==> src/rtl/adc_lane_delay.sv <==
// adc_lane_delay: per-lane 1..2^TAP_WIDTH cycle programmable delay with tap command port and ready timer
module adc_lane_delay #(
  parameter int DATA_WIDTH = 14,
  parameter int TAP_WIDTH = 5,
  parameter int INIT_TAP = 0,
  parameter int RDY_CYCLES = 16,
  localparam int LW = $clog2(DATA_WIDTH + 1)
) (
  input  logic                  clk_del,
  input  logic                  rst_idelay,
  input  logic [DATA_WIDTH-1:0] adc_dat_in,
  input  logic                  adc_or_in,
  input  logic                  cmd_valid,
  output logic                  cmd_ready,
  input  logic [1:0]            cmd_op,
  input  logic [LW-1:0]         cmd_lane,
  input  logic [TAP_WIDTH-1:0]  cmd_value,
  output logic                  cmd_err,
  input  logic [LW-1:0]         rd_lane,
  output logic [TAP_WIDTH-1:0]  rd_value,
  output logic                  rdy,
  output logic [DATA_WIDTH-1:0] adc_dat_out,
  output logic                  adc_or_out
);
  localparam int NL = DATA_WIDTH + 1;
  localparam int DEPTH = 2 ** TAP_WIDTH;
  localparam logic [LW-1:0] LAST_LANE = LW'(DATA_WIDTH);
  localparam logic [TAP_WIDTH-1:0] TAP_MAX = '1;
  localparam logic [TAP_WIDTH-1:0] TAP_ONE = TAP_WIDTH'(1);
  localparam logic [TAP_WIDTH-1:0] TAP_INIT = TAP_WIDTH'(INIT_TAP);
  typedef enum logic {WAIT, READY} state_t;
  state_t state, state_nxt;
  logic [15:0] cnt, cnt_nxt;
  logic [TAP_WIDTH-1:0] tap [NL];
  logic [TAP_WIDTH-1:0] tap_nxt [NL];
  logic [DEPTH-1:0] sh [NL];
  logic [NL-1:0] lane_in, lane_out;
  logic acc;
  assign rdy = state == READY;
  assign cmd_ready = rdy;
  assign acc = cmd_valid && rdy;
  assign lane_in = {adc_or_in, adc_dat_in};
  assign {adc_or_out, adc_dat_out} = lane_out;
  always_ff @(posedge clk_del) begin
    state <= rst_idelay ? WAIT : state_nxt;
    cnt <= rst_idelay ? '0 : cnt_nxt;
  end
  always_comb begin
    state_nxt = (state == WAIT && cnt == 16'(RDY_CYCLES - 1)) ? READY : state;
    cnt_nxt = state == WAIT ? cnt + 16'd1 : cnt;
  end
  always_comb begin
    for (int l = 0; l < NL; l++) begin
      tap_nxt[l] = !acc ? tap[l] :
                   cmd_op == 2'd3 ? '0 :
                   cmd_lane != LW'(l) ? tap[l] :
                   cmd_op == 2'd0 ? cmd_value :
                   cmd_op == 2'd1 ? (tap[l] == TAP_MAX ? tap[l] : tap[l] + TAP_ONE) :
                   (tap[l] == '0 ? tap[l] : tap[l] - TAP_ONE);
      lane_out[l] = sh[l][tap[l]];
    end
  end
  always_ff @(posedge clk_del) begin
    cmd_err <= !rst_idelay && acc && cmd_op != 2'd3 && cmd_lane > LAST_LANE;
    rd_value <= (rst_idelay || rd_lane > LAST_LANE) ? '0 : tap_nxt[rd_lane];
    for (int l = 0; l < NL; l++) begin
      tap[l] <= rst_idelay ? TAP_INIT : tap_nxt[l];
      sh[l] <= rst_idelay ? '0 : {sh[l][DEPTH-2:0], lane_in[l]};
    end
  end
endmodule
==> config.mk <==
export PLATFORM = sky130hd
export DESIGN_NAME = adc_lane_delay
export DESIGN_NICKNAME = d
export VERILOG_FILES = /design/src/rtl/adc_lane_delay.sv
export SDC_FILE = /design/constraint.sdc
export NUM_CORES = 1
export LEC_CHECK = 0
export BUFFER_PORTS_ARGS = -buffer_cell sky130_fd_sc_hd__buf_4
export CELL_PAD_IN_SITES_DETAIL_PLACEMENT = 1
export CELL_PAD_IN_SITES_GLOBAL_PLACEMENT = 1
export CORE_MARGIN = 2
export CORE_UTILIZATION = 45
export DETAILED_ROUTE_END_ITERATION = 7
export PLACE_DENSITY = 0.85
export SLEW_MARGIN = 30
export SYNTH_ARGS = -nofsm -noshare
export SYNTH_HDL_FRONTEND = slang
export SYNTH_SLANG_ARGS = --single-unit
==> constraint.sdc <==
create_clock -name clk_del -period 2.7 [get_ports clk_del]
set_clock_uncertainty 0.15 [all_clocks]
set_input_delay 0.81 -clock clk_del [delete_from_list [all_inputs] [get_ports clk_del]]
set_output_delay 0.81 -clock clk_del [all_outputs]
set_load 0.05 [all_outputs]
==> run_results.csv <==
group,metric,value,unit
sta,fin_crit_sh,133,%
layout,final_common_cell,"dfxtp_1",
setup_path,cp-end-kind,"output port",
global_routing,grt_pass1_vias,22600,
drt,dr.pass1.iters,5,
drt,met2WireLength,42700,um
synth,synthArstFlopShare,0,%
place,placedCellCount,3338,
power,power_density,566,nW/um2
place,routabilityCongestion,1.01,
job,drv_cap,0,
floorplan,die_h,240,um
clock_tree,ctsHoldBuffers,0,
run_status,status,"finished, violations left",
power,p_leak,12.3,nW
drt,drc_errors,0,
setup_path,cp_max_fo,4,
synth,synth_top_family_by_area,"simple AND/OR/NAND/NOR gates",
layout,finalNetCount,2789,
setup_path,critPathLaunchType,"flip-flop",
drt,vias,21000,
clock_tree,clkTransAtPathRegs,60,ps
global_routing,grt_max_degree,103,
sta,setup_ws,-888,ps
sta,maxSlewViolCount,0,
synth,synth_xor_area_share,1.85,%
run_status,violations,"negative setup slack",
floorplan,start_util,45.5,%
drt,routed_via_density,5.96,
floorplan,core-area,55100,um2
layout,multi_input_area,13200,um2
drt,ant_nets,0,
sta,fmax,279,MHz
layout,fillers,5781,
synth,synth_warnings,0,
min_path,min-delay-start,"adc_or_in",
setup_path,cp_data_required_time,1740,ps
clock_tree,ctsLongestPathBuffers,3,
clock_tree,cts_tree,"built",
place,port_buffers,55,
floorplan,die_w,240,um
synth,synth_compound_area_share,9.59,%
setup_path,crit-reg2reg-launch,"tap[4][0]",
global_routing,grt_pass1_wl,129000,um
min_path,min_path_type,"in2reg",
floorplan,num_io_pins,56,
sta,holdWs,230,ps
global_routing,grt_use_total,28.5,%
setup_path,crit_type,"reg2out",
synth,postSynthCellCount,2382,
sta,tns,-13550,ps
drt,drtIter0Drc,1815,
clock_tree,cts_root_buffer,"clkbuf_16",
synth,synthAdderAreaFrac,1.55,%
setup_path,crit_start,"tap[13][0]",
drt,drt-total-wl,87800,um
setup_path,cp_data_arrival_time,2630,ps
place,dp_hpwl,52400,um
synth,synth_edf_count,0,
sta,worstMarginPinSlew,968,ps
synth,synthesis.nets,2446,
global_routing,overflow,0,
layout,stdcell_count,3524,
synth,synth_top_flop_cell,"dfxtp_1",
clock_tree,numClockSinks,578,
sta,hold_viol_final,0,
synth,muxShareOfSynthArea,14.6,%
layout,final_cell_mix,"dfxtp_1, nor2b_1, buf_4",
synth,synth_cell_types,96,
layout,area_growth,28.3,%
synth,synthSimpleGateAreaFrac,22.3,%
synth,netlist_area,25100,um2
floorplan,row_count,86,
layout,seqCellArea,11700,um2
drt,drt-met1-wl,33700,um
setup_path,r2r_setup_slack,-330,ps
layout,fin_util,58.4,%
synth,ys_seq_area_share,46.2,%
global_routing,grt_antenna_before_repair,4,
clock_tree,htreeDepth,2,
sta,period_needed,3590,ps
drt,wl_met3,6200,um
sta,maxSlewHeadroom,34.9,%
drt,avgRoutedWirePerCell,24.9,um
clock_tree,clk_latency,650,ps
sta,rsz0062_at_grt,"true",
sta,finalSetupViolations,23,
synth,ys_ff_latch,578,
clock_tree,numCtsBuffers,60,
floorplan,die-area,57600,um2
synth,syn_avg_cell_area,10.5,um2
layout,drive_above_1_share,32.7,%
drt,routed.top_layer,"met5",
power,vdd_ir_drop_max,515,uV
[worst max-delay path, stage by stage (launching register included)]
cell	delay, ps
dfxtp_4	370
buf_4	170
mux4_2	530
mux4_2	470
mux2_4	280
buf_6	150
[layer usage]
layer,track usage (%),up-vias
met5,0,-
met4,14.4,4
met3,5.28,375
met2,49.1,1026
met1,34.2,10500
li1,-,9093
[where the power goes]
| part | total (mW) | switching, mW | internal, mW |
|---|---|---|---|
| Sequential | 8.58 | 0.0344 | 8.55 |
| Clock | 8.74 | 3.69 | 5.05 |
| Combinational | 0.882 | 0.568 | 0.314 |
| Total | 18.2 | 4.29 | 13.9 |
[Yosys cell counts, types with 8 or more instances]
library cell	instances	area, um2
nor4_1	11	68.8
a22oi_1	17	128
o2111ai_1	9	78.8
buf_2	60	300
o211ai_1	11	82.6
o21ai_1	15	75.1
nand4_1	22	138
and3_1	11	68.8
nand3b_1	9	67.6
o21ai_0	56	280
nor2b_1	506	3170
ha_1	31	388
xnor2_1	33	289
o21bai_1	12	90.1
nand2b_1	24	150
xor2_1	20	175
or3_1	13	81.3
mux2_2	17	191
nor2_1	125	469
o31ai_1	15	113
a32oi_1	8	70.1
dfxtp_1	578	11600
a211oi_1	9	67.6
a21oi_1	103	515
mux4_2	150	3380
nand2_1	74	278
clkbuf_1	112	420
and2_1	8	50.1
mux2i_1	9	90.1
a31oi_1	22	138
buf_1	10	37.5
nand3_1	69	345
nor3_1	21	105
inv_1	47	176
[layout make-up]
type	instances	share of cell area, %
multi-input combinational	1568	41.2
sequential	578	36.3
timing repair buffer	469	12.6
clock buffer	88	5.52
tap	748	2.91
clock inverter	23	0.879
inverter	48	0.591
antenna	2	0.0156
[timing repair]
action,CTS,global route
resized for setup,153,105
pin swaps,47,47
gates cloned,1,0
hold endpoints to repair,0,0
setup buffers,56,21
setup endpoints to repair,23,25
[cell families after synthesis]
kind of cell / after synthesis
muxes: 176
DFF: 578
AOI/OAI and AO/OA: 361
xor gates and xnor gates: 53
and+or+nand+nor: 947
adders and majority gates: 31
buffers and inverters: 236
[state kept, by name, summed over array words and instances (netlist names)]
register   count
sh           480
rd_value       5
cmd_ready      1
tap           75
cmd_err        1
cnt           16
[through the flow]
step	total power [mW]	cell area [um2]	setup WS, ps
finish	18.2	32200	-888
global route	18.7	32200	-926
CTS	18.2	31600	-869
detailed placement	9.58	28400	-641
global placement	9.55	28400	-591
floorplan	9.25	25300	-128
[worst paths after layout]
| kind | to | cells after the start |
|---|---|---|
| max reg2reg | rd_value[3] | 9 |
| min | sh[1][192] | 2 |
| min reg2reg | sh[1][112] | 1 |
| max | adc_dat_out[13] | 5 |
No activity file was read; power rests on OpenSTA's default activity.
